<file path="src/rtl/uart_fifo.sv">
// Buffered UART front end: CPU-side TX/RX FIFOs draining into the uart core's
// write/busy and valid/read handshakes, with sticky overflow/overrun flags.
module uart_fifo #(
    parameter int DEPTH = 16
) (
    input  logic                   clk,
    input  logic                   reset_ni,
    input  logic                   cpu_wr_i,
    input  logic [7:0]             cpu_tx_data_i,
    input  logic                   cpu_rd_i,
    output logic [7:0]             cpu_rx_data_o,
    input  logic                   clr_flags_i,
    output logic                   tx_full_o,
    output logic                   tx_empty_o,
    output logic                   rx_empty_o,
    output logic [$clog2(DEPTH):0] tx_count_o,
    output logic [$clog2(DEPTH):0] rx_count_o,
    output logic                   tx_overflow_o,
    output logic                   rx_overrun_o,
    output logic                   uart_wr_o,
    output logic [7:0]             uart_tx_data_o,
    input  logic                   uart_busy_i,
    output logic                   uart_rd_o,
    input  logic [7:0]             uart_rx_data_i,
    input  logic                   uart_valid_i
);

    localparam int AW = $clog2(DEPTH);
    localparam int CW = AW + 1;
    localparam logic [CW-1:0] FULL_COUNT = CW'(DEPTH);

    typedef enum logic { TX_IDLE, TX_GUARD } txState_t;
    typedef enum logic { RX_IDLE, RX_GUARD } rxState_t;

    logic [7:0]    r_txMem [DEPTH];
    logic [AW-1:0] r_txWrPtr, r_txRdPtr;
    logic [CW-1:0] r_txCount;
    txState_t      r_txState, w_txStateNext;
    logic [1:0]    r_txGuard, w_txGuardNext;
    logic          w_txFull, w_txFifoEmpty, w_txPush, w_txPop;

    logic [7:0]    r_rxMem [DEPTH];
    logic [AW-1:0] r_rxWrPtr, r_rxRdPtr;
    logic [CW-1:0] r_rxCount;
    rxState_t      r_rxState, w_rxStateNext;
    logic [1:0]    r_rxGuard, w_rxGuardNext;
    logic          w_rxFull, w_rxFifoEmpty, w_rxPush, w_rxPop;

    logic          r_txOverflow, r_rxOverrun, r_uartWr, r_uartRd;
    logic [7:0]    r_uartTxData;
    logic          w_txOverflowSet, w_rxOverrunSet;

    assign w_txFull      = (r_txCount == FULL_COUNT);
    assign w_txFifoEmpty = (r_txCount == '0);
    assign w_rxFull      = (r_rxCount == FULL_COUNT);
    assign w_rxFifoEmpty = (r_rxCount == '0);

    // A pop in the same cycle frees a slot, so a write to a full FIFO still lands.
    assign w_txPush        = cpu_wr_i && (!w_txFull || w_txPop);
    assign w_txOverflowSet = cpu_wr_i && w_txFull && !w_txPop;
    assign w_rxPop         = cpu_rd_i && !w_rxFifoEmpty;
    assign w_rxOverrunSet  = (r_rxState == RX_IDLE) && uart_valid_i && w_rxFull;

    always_comb begin
        w_txStateNext = r_txState;
        w_txGuardNext = r_txGuard;
        w_txPop       = 1'b0;
        case (r_txState)
            TX_IDLE: begin
                if (!w_txFifoEmpty && !uart_busy_i) begin
                    w_txStateNext = TX_GUARD;
                    w_txGuardNext = 2'd2;
                    w_txPop       = 1'b1;
                end
            end
            TX_GUARD: begin
                if (r_txGuard <= 2'd1) begin
                    w_txStateNext = TX_IDLE;
                    w_txGuardNext = 2'd0;
                end else begin
                    w_txGuardNext = r_txGuard - 2'd1;
                end
            end
            default: w_txStateNext = TX_IDLE;
        endcase
    end

    always_comb begin
        w_rxStateNext = r_rxState;
        w_rxGuardNext = r_rxGuard;
        w_rxPush      = 1'b0;
        case (r_rxState)
            RX_IDLE: begin
                if (uart_valid_i && !w_rxFull) begin
                    w_rxStateNext = RX_GUARD;
                    w_rxGuardNext = 2'd2;
                    w_rxPush      = 1'b1;
                end
            end
            RX_GUARD: begin
                if (r_rxGuard <= 2'd1) begin
                    w_rxStateNext = RX_IDLE;
                    w_rxGuardNext = 2'd0;
                end else begin
                    w_rxGuardNext = r_rxGuard - 2'd1;
                end
            end
            default: w_rxStateNext = RX_IDLE;
        endcase
    end

    always_ff @(posedge clk) begin
        if (w_txPush) r_txMem[r_txWrPtr] <= cpu_tx_data_i;
        if (w_rxPush) r_rxMem[r_rxWrPtr] <= uart_rx_data_i;
    end

    always_ff @(posedge clk or negedge reset_ni) begin
        if (!reset_ni) begin
            r_txWrPtr <= '0;
            r_txRdPtr <= '0;
            r_txCount <= '0;
            r_rxWrPtr <= '0;
            r_rxRdPtr <= '0;
            r_rxCount <= '0;
        end else begin
            if (w_txPush) r_txWrPtr <= r_txWrPtr + AW'(1);
            if (w_txPop)  r_txRdPtr <= r_txRdPtr + AW'(1);
            case ({w_txPush, w_txPop})
                2'b10:   r_txCount <= r_txCount + CW'(1);
                2'b01:   r_txCount <= r_txCount - CW'(1);
                default: r_txCount <= r_txCount;
            endcase
            if (w_rxPush) r_rxWrPtr <= r_rxWrPtr + AW'(1);
            if (w_rxPop)  r_rxRdPtr <= r_rxRdPtr + AW'(1);
            case ({w_rxPush, w_rxPop})
                2'b10:   r_rxCount <= r_rxCount + CW'(1);
                2'b01:   r_rxCount <= r_rxCount - CW'(1);
                default: r_rxCount <= r_rxCount;
            endcase
        end
    end

    // Set events win over a simultaneous clear so no error is ever lost.
    always_ff @(posedge clk or negedge reset_ni) begin
        if (!reset_ni) begin
            r_txState    <= TX_IDLE;
            r_txGuard    <= 2'd0;
            r_rxState    <= RX_IDLE;
            r_rxGuard    <= 2'd0;
            r_uartWr     <= 1'b0;
            r_uartRd     <= 1'b0;
            r_uartTxData <= 8'h00;
            r_txOverflow <= 1'b0;
            r_rxOverrun  <= 1'b0;
        end else begin
            r_txState <= w_txStateNext;
            r_txGuard <= w_txGuardNext;
            r_rxState <= w_rxStateNext;
            r_rxGuard <= w_rxGuardNext;
            r_uartWr  <= w_txPop;
            r_uartRd  <= w_rxPush;
            if (w_txPop) r_uartTxData <= r_txMem[r_txRdPtr];
            if (w_txOverflowSet)  r_txOverflow <= 1'b1;
            else if (clr_flags_i) r_txOverflow <= 1'b0;
            if (w_rxOverrunSet)   r_rxOverrun <= 1'b1;
            else if (clr_flags_i) r_rxOverrun <= 1'b0;
        end
    end

    assign cpu_rx_data_o  = w_rxFifoEmpty ? 8'h00 : r_rxMem[r_rxRdPtr];
    assign tx_full_o      = w_txFull;
    assign tx_empty_o     = w_txFifoEmpty && (r_txState == TX_IDLE);
    assign rx_empty_o     = w_rxFifoEmpty;
    assign tx_count_o     = r_txCount;
    assign rx_count_o     = r_rxCount;
    assign tx_overflow_o  = r_txOverflow;
    assign rx_overrun_o   = r_rxOverrun;
    assign uart_wr_o      = r_uartWr;
    assign uart_tx_data_o = r_uartTxData;
    assign uart_rd_o      = r_uartRd;

endmodule

</file>
<file path="config.mk">
export PLATFORM = sky130hd
export DESIGN_NAME = uart_fifo
export DESIGN_NICKNAME = d
export VERILOG_FILES = /design/src/rtl/uart_fifo.sv
export SDC_FILE = /design/constraint.sdc
export NUM_CORES = 1
export LEC_CHECK = 0
export BUFFER_PORTS_ARGS = -buffer_cell sky130_fd_sc_hd__buf_2
export CAP_MARGIN = 25
export CORE_MARGIN = 4
export CORE_UTILIZATION = 66
export CTS_CLUSTER_DIAMETER = 60
export DETAILED_ROUTE_END_ITERATION = 10
export GPL_ROUTABILITY_DRIVEN = 0
export GPL_TIMING_DRIVEN = 0
export PLACE_DENSITY = 0.87
export RECOVER_POWER = 100
export SLEW_MARGIN = 20
export SYNTH_ARGS = -nofsm -noshare
export SYNTH_HDL_FRONTEND = slang
export SYNTH_SLANG_ARGS = --single-unit
</file>
<file path="constraint.sdc">
create_clock -name clk -period 6.5 [get_ports clk]
set_input_delay 0.65 -clock clk [delete_from_list [all_inputs] [get_ports clk]]
set_output_delay 0.65 -clock clk [all_outputs]
set_load 0.02 [all_outputs]
</file>
**Yosys cells after proc, flatten, opt, wreduce, memory -nomap -nowiden**

Memories as Yosys holds them, arrays and structs flattened. A register that Yosys moved wholly into a read port is not among the register bits.
Index checks and enable logic that the tools add are counted.

- Bits in registers: 36
- Memory bits (writable): 256
- Input port bits: 23
- Output and inout port bits: 33
- Word-level logic and storage cells: 85
- Memories: 2

- $add $sub $neg: 10
- Magnitude comparators: 2
- Eq/ne operators: 8
- Mux-type cells: 24
- Bitwise gates (word level): 2
- Reduce and logical (&&, ||, !) cells: 23

Memories:

| name | words | bits a word | read ports | clocked after Yosys merged registers in | write ports | RTL line | text |
|---|---|---|---|---|---|---|---|
| r_rxMem | 16 | 8 | 1 | 0 | 1 | 42 | `logic [7:0] r_rxMem [DEPTH];` |
| r_txMem | 16 | 8 | 1 | 1 | 1 | 35 | `logic [7:0] r_txMem [DEPTH];` |

Operator list:

| cell | count |
|---|---|
| $pmux 5 s2 | 2 |
| $add 4x1->4 const B | 4 |
| $mux 1 | 13 |
| $add 5x1->5 const B | 2 |
| $eq 5x5->1 const B | 2 |
| $logic_not 5->1 | 2 |
| $sub 5x1->5 const B | 2 |
| $logic_and 1x1->1 | 9 |
| $mux 2 | 4 |
| $mux 8 | 1 |
| $pmux 2 s2 | 2 |
| $reduce_bool 2->1 | 4 |
| $logic_not 1->1 | 7 |
| $eq 2x1->1 const B | 2 |
| $eq 2x2->1 const B | 2 |
| $le 2x1->1 const B | 2 |
| $pmux 1 s2 | 2 |
| $sub 2x1->2 const B | 2 |
| $ne 2x1->1 const B | 1 |
| $ne 2x2->1 const B | 1 |
| $not 1->1 | 2 |
| $logic_or 1x1->1 | 1 |

**Logic depth before layout (Yosys ltp)**

- Word-level depth: 9
- Gate-level depth with buffers: 15
- Mapped depth without buffers: 11

**Worst setup path after synthesis**

No wires, ideal clock.

- Path kind: reg-to-reg
- Start: reg r_rxCount[1] (netlist: rx_count_o[1])
- End: reg r_rxCount[4] (netlist: rx_count_o[4])
- Setup time: 80 ps
- Data arrival time: 3037 ps
- Data required time: 6420 ps
- Path slack: 3384 ps
- Cell stages (with the launch flop): 16
- Clock period less this slack: 3116 ps
- Path through: dfrtp_1 -> clkbuf_1 -> nor4_1 -> nor2b_1 -> buf_4 -> nor2b_1 -> clkbuf_1 -> ha_1 -> clkbuf_1 -> xor2_1 -> ha_1 -> a21boi_0 -> o221ai_1 -> a21o_1 -> a21oi_1 -> xor2_1

- Elaborated cells on any way between the ends: 14
- Classes of those cells: 2 x add/sub; 3 x eq/ne; 3 x mux; 6 x reduce/logical

RTL lines:

| element | RTL line | text |
|---|---|---|
| from (decl) | 44 | `logic [CW-1:0] r_rxCount;` |
| from (signal assigned) | 136 | `2'b10: r_rxCount <= r_rxCount + CW'(1);` |
| from (signal assigned) | 137 | `2'b01: r_rxCount <= r_rxCount - CW'(1);` |
| from (signal assigned) | 138 | `default: r_rxCount <= r_rxCount;` |
| $logic_not 5->1 * | 56 | `assign w_rxFifoEmpty = (r_rxCount == '0);` |
| via rx_empty_o | 15 | `output logic rx_empty_o,` |
| $logic_not 1->1 * | 61 | `assign w_rxPop = cpu_rd_i && !w_rxFifoEmpty;` |
| $logic_and 1x1->1 * | 61 |  |
| via w_rxPop | 47 | `logic w_rxFull, w_rxFifoEmpty, w_rxPush, w_rxPop;` |
| $eq 2x1->1 or $eq 2x2->1 (tied branches) | 135 | `case ({w_rxPush, w_rxPop})` |
| $pmux 5 s2 or $reduce_bool 2->1 (tied branches) | - |  |

The timed path passes the listed nets; every way through them passes the cells marked *.
A chain may end at the register's enable or synchronous reset.

**Final worst setup path**

- Start: reg r_rxCount[1] (netlist: rx_count_o[1])
- End: reg r_rxCount[4] (netlist: rx_count_o[4])

- Elaborated cells on any way between the ends: 14
- Classes of those cells: 2 x add/sub; 3 x eq/ne; 3 x mux; 6 x reduce/logical

RTL lines:

| element | RTL line |
|---|---|
| $logic_not 5->1 * | 56 |
| $logic_not 1->1 * | 61 |
| $logic_and 1x1->1 * | 61 |
| via w_rxPop | 47 |
| $eq 2x1->1 or $eq 2x2->1 (tied branches) | 135 |
| $pmux 5 s2 or $reduce_bool 2->1 (tied branches) | - |

Marked as above.

==> impl_metrics.ini <==
[floorplan]
start_util_pct = 67.1
dieArea_um2 = 20600
row_count = 49
die_y_um = 143
core_um2 = 18000
fp.dieW_um = 143
ios = 56

[timing]
rsz0062_at_grt = no
relSlewSlack_pct = -74.5
clock_skew_ns = 0.00955
fmax_mhz = 264
hold_viol_final = 0
setup_tns_ns = 0
tightest_slew_ns = 2.62
setup_viol = 0
slew_violations = 45
period_share_pct = 58.3
post-route-min-period_ns = 3.79

[critical_path]
timing.critical_path.mode_cell = clkbuf_1
crit_chain = clkbuf_1 > nor4_1 > nor2b_1 > clkbuf_1 > nor2b_1 > clkbuf_1 > ha_1 > clkbuf_1 > xor2_1 > ha_1 > o21a_1 > o221ai_1 > nand3_1 > a21oi_1 > xor2_1
critPathRequiredTime_ns = 6.95
critical_path.max_fanout = 10
cp_slowest_cell = nor4_1
path_class = flop to flop
start_kind = flop
critical_path.top_delay_family = buffers and inverters
max_stage_delay_ns = 0.41
cp_num_buf_inv = 4
end_kind = flop
arrival_ns = 4.24

[power_and_ir_drop]
p_per_area_nw_per_um2 = 452
p_leak_nw = 4.48
peakVddDrop_mv = 0.375

[route]
ant_nets = 0
drtIter0Drc = 520
via_per_inst = 6.43
drtPass1Iterations = 5
avgRoutedWirePerCell_um = 25.8
drc = 0
wirelength_um = 25100
routed-via-count = 6249

[logic_synthesis]
synth_ff_type = edfxtp_1
synth_cells = 634
synth_cell_types = 46
syn-num-nets = 673
syn_area_per_cell_um2 = 19.1
synth_edf_count = 256
synth-seq-cells = 300
async_reset_ff_share_pct = 14.7
syn_area_um2 = 12100
ys_warn_count = 0
yosysSeqAreaShare_pct = 72.6

[placed_design]
portBuffers = 55
dpl_cell_area_um2 = 12700
dpl.hpwl_um = 15900

[finish]
nets = 760
final_cell_mix = edfxtp_1, clkbuf_1, mux4_2, dfrtp_1, nor2_1
fillers = 986
design_area_um2 = 13500
drive_above_1_share_pct = 20.1
syn_to_final_growth_pct = 11.3
antenna_cells = 0
layout.cells.most_common = edfxtp_1
utilization_pct = 74.8

[global_route]
grt_overflow_total = 0
use_met3_pct = 4.06
grt.total_usage_pct = 24.9
grt_pass1_vias = 6491
use_met2_pct = 44.7
grt_util_met1_pct = 32.2
gr-max-usage-layer = met2
grt_max_degree = 45
antenna_found_initial = 0
grt_pass1_wl_um = 37800

[clock_network]
cts_tree = yes
cts_buffer_depth = 3
clk_latency_ns = 0.53
cts_buffers = 28
cts_max_level = 1
cts-root-buf = clkbuf_16
ctsHoldBuffers = 0
clk_pin_slew_ns = 0.06
cts.sinks = 300
cts_resized = 0
cts_setup_buffers = 0

[worst_hold_path]
hp-class = primary input to flop

[status]
status = finished, violations left
violations = capacitance limit, slew limit

[flow_run]
max_cap_violations = 1
-- cells by family after synthesis --
logic type / Yosys count / share of synthesized area [%]
AOI/OAI and AO/OA: 43 / 2.20
xor gates and xnor gates: 22 / 1.59
adders and majority gates: 16 / 1.65
buffers and inverters: 44 / 1.72
DFF: 300 / 72.6
muxes: 94 / 15.5
and+or+nand+nor: 115 / 4.77
-- through the flow --
| step | hold slack [ns] | setup slack, ns | power [W] | instances |
|---|---|---|---|---|
| 2_1_floorplan | 0.354 | 3.38 | 0.00400 | 634 |
| 3_3_place_gp | 0.470 | 3.22 | 0.00447 | 918 |
| 6_report | 0.330 | 2.71 | 0.00609 | 972 |
| 5_1_grt | 0.318 | 2.34 | 0.00636 | 972 |
| 4_1_cts | 0.314 | 2.76 | 0.00616 | 972 |
| 3_5_place_dp | 0.478 | 3.03 | 0.00458 | 920 |
-- worst paths after layout --
path	startpoint	end	slack (ns)	cells after the start
worst max register to register	rx_count_o[1]$_DFFE_PN0P_	rx_count_o[4]$_DFFE_PN0P_	2.71	15
worst min-delay path	clr_flags_i	rx_overrun_o$_DFFE_PN0P_	0.33	2
min in group asynchronous	reset_ni	r_txWrPtr[1]$_DFFE_PN0P_	0.94	1
worst min register to register	r_rxState$_DFF_PN0_	r_rxGuard[1]$_DFFE_PN0P_	0.49	1
worst max-delay path	rx_count_o[1]$_DFFE_PN0P_	rx_count_o[4]$_DFFE_PN0P_	2.71	15
max in group asynchronous	reset_ni	r_rxWrPtr[1]$_DFFE_PN0P_	4.07	1
-- per-layer routing --
| metal | vias to the layer above | share of wire [%] | routed length [µm] |
|---|---|---|---|
| li1 | 2675 | - | - |
| met1 | 3230 | 37 | 9210 |
| met2 | 298 | 54 | 13700 |
| met3 | 46 | 6.4 | 1620 |
| met4 | 0 | 2.4 | 611 |
| met5 | - | 0 | 0 |
-- registers in the layout (all words and copies together), names as in the netlist, 2 cells and up --
name and flops:
r_txRdPtr 4, r_rxWrPtr 4, tx_count_o 5, r_rxGuard 2, r_rxMem 128, r_txGuard 2, r_rxRdPtr 4, r_txMem 128
rx_count_o 5, r_txWrPtr 4, uart_tx_data_o 8
-- worst register-to-register path, stage by stage, from the launching register on --
cell,delay (ns)
dfrtp_1,0.38
clkbuf_1,0.18
nor4_1,0.41
nor2b_1,0.21
clkbuf_1,0.41
nor2b_1,0.09
clkbuf_1,0.21
ha_1,0.25
clkbuf_1,0.22
xor2_1,0.20
ha_1,0.23
o21a_1,0.18
o221ai_1,0.28
nand3_1,0.14
a21oi_1,0.18
xor2_1,0.16
-- where the power goes --
part / internal, W / switching (W)
Combinational: 0.000879 / 0.00114
Sequential: 0.00237 / 0.000142
Clock: 0.000889 / 0.000666
-- final cells by class --
class / count / area (µm²) / area share (%)
Timing Repair Buffer: 57 / 221 / 1.64
Clock buffer: 43 / 838 / 6.22
Multi-Input combinational cell: 290 / 3090 / 22.9
Inverter: 12 / 45.0 / 0.334
Buffer: 32 / 151 / 1.12
Sequential cell: 300 / 8790 / 65.2
Tap cell: 229 / 287 / 2.13
Clock inverter: 9 / 51.3 / 0.381
-- synth_stat cells, drive strengths merged, types with 12 or more instances --
library cell  count  area share, %
nand2            22           0.74
mux2             20            1.9
inv              12           0.37
edfxtp          256             64
ha               16            1.7
xnor2            14            1.0
dfrtp            44            9.1
buf              15           0.82
clkbuf           17           0.53
mux4             72             13
nor2             38            1.2
and2             16           0.83
(Power assumes the default switching activity.)
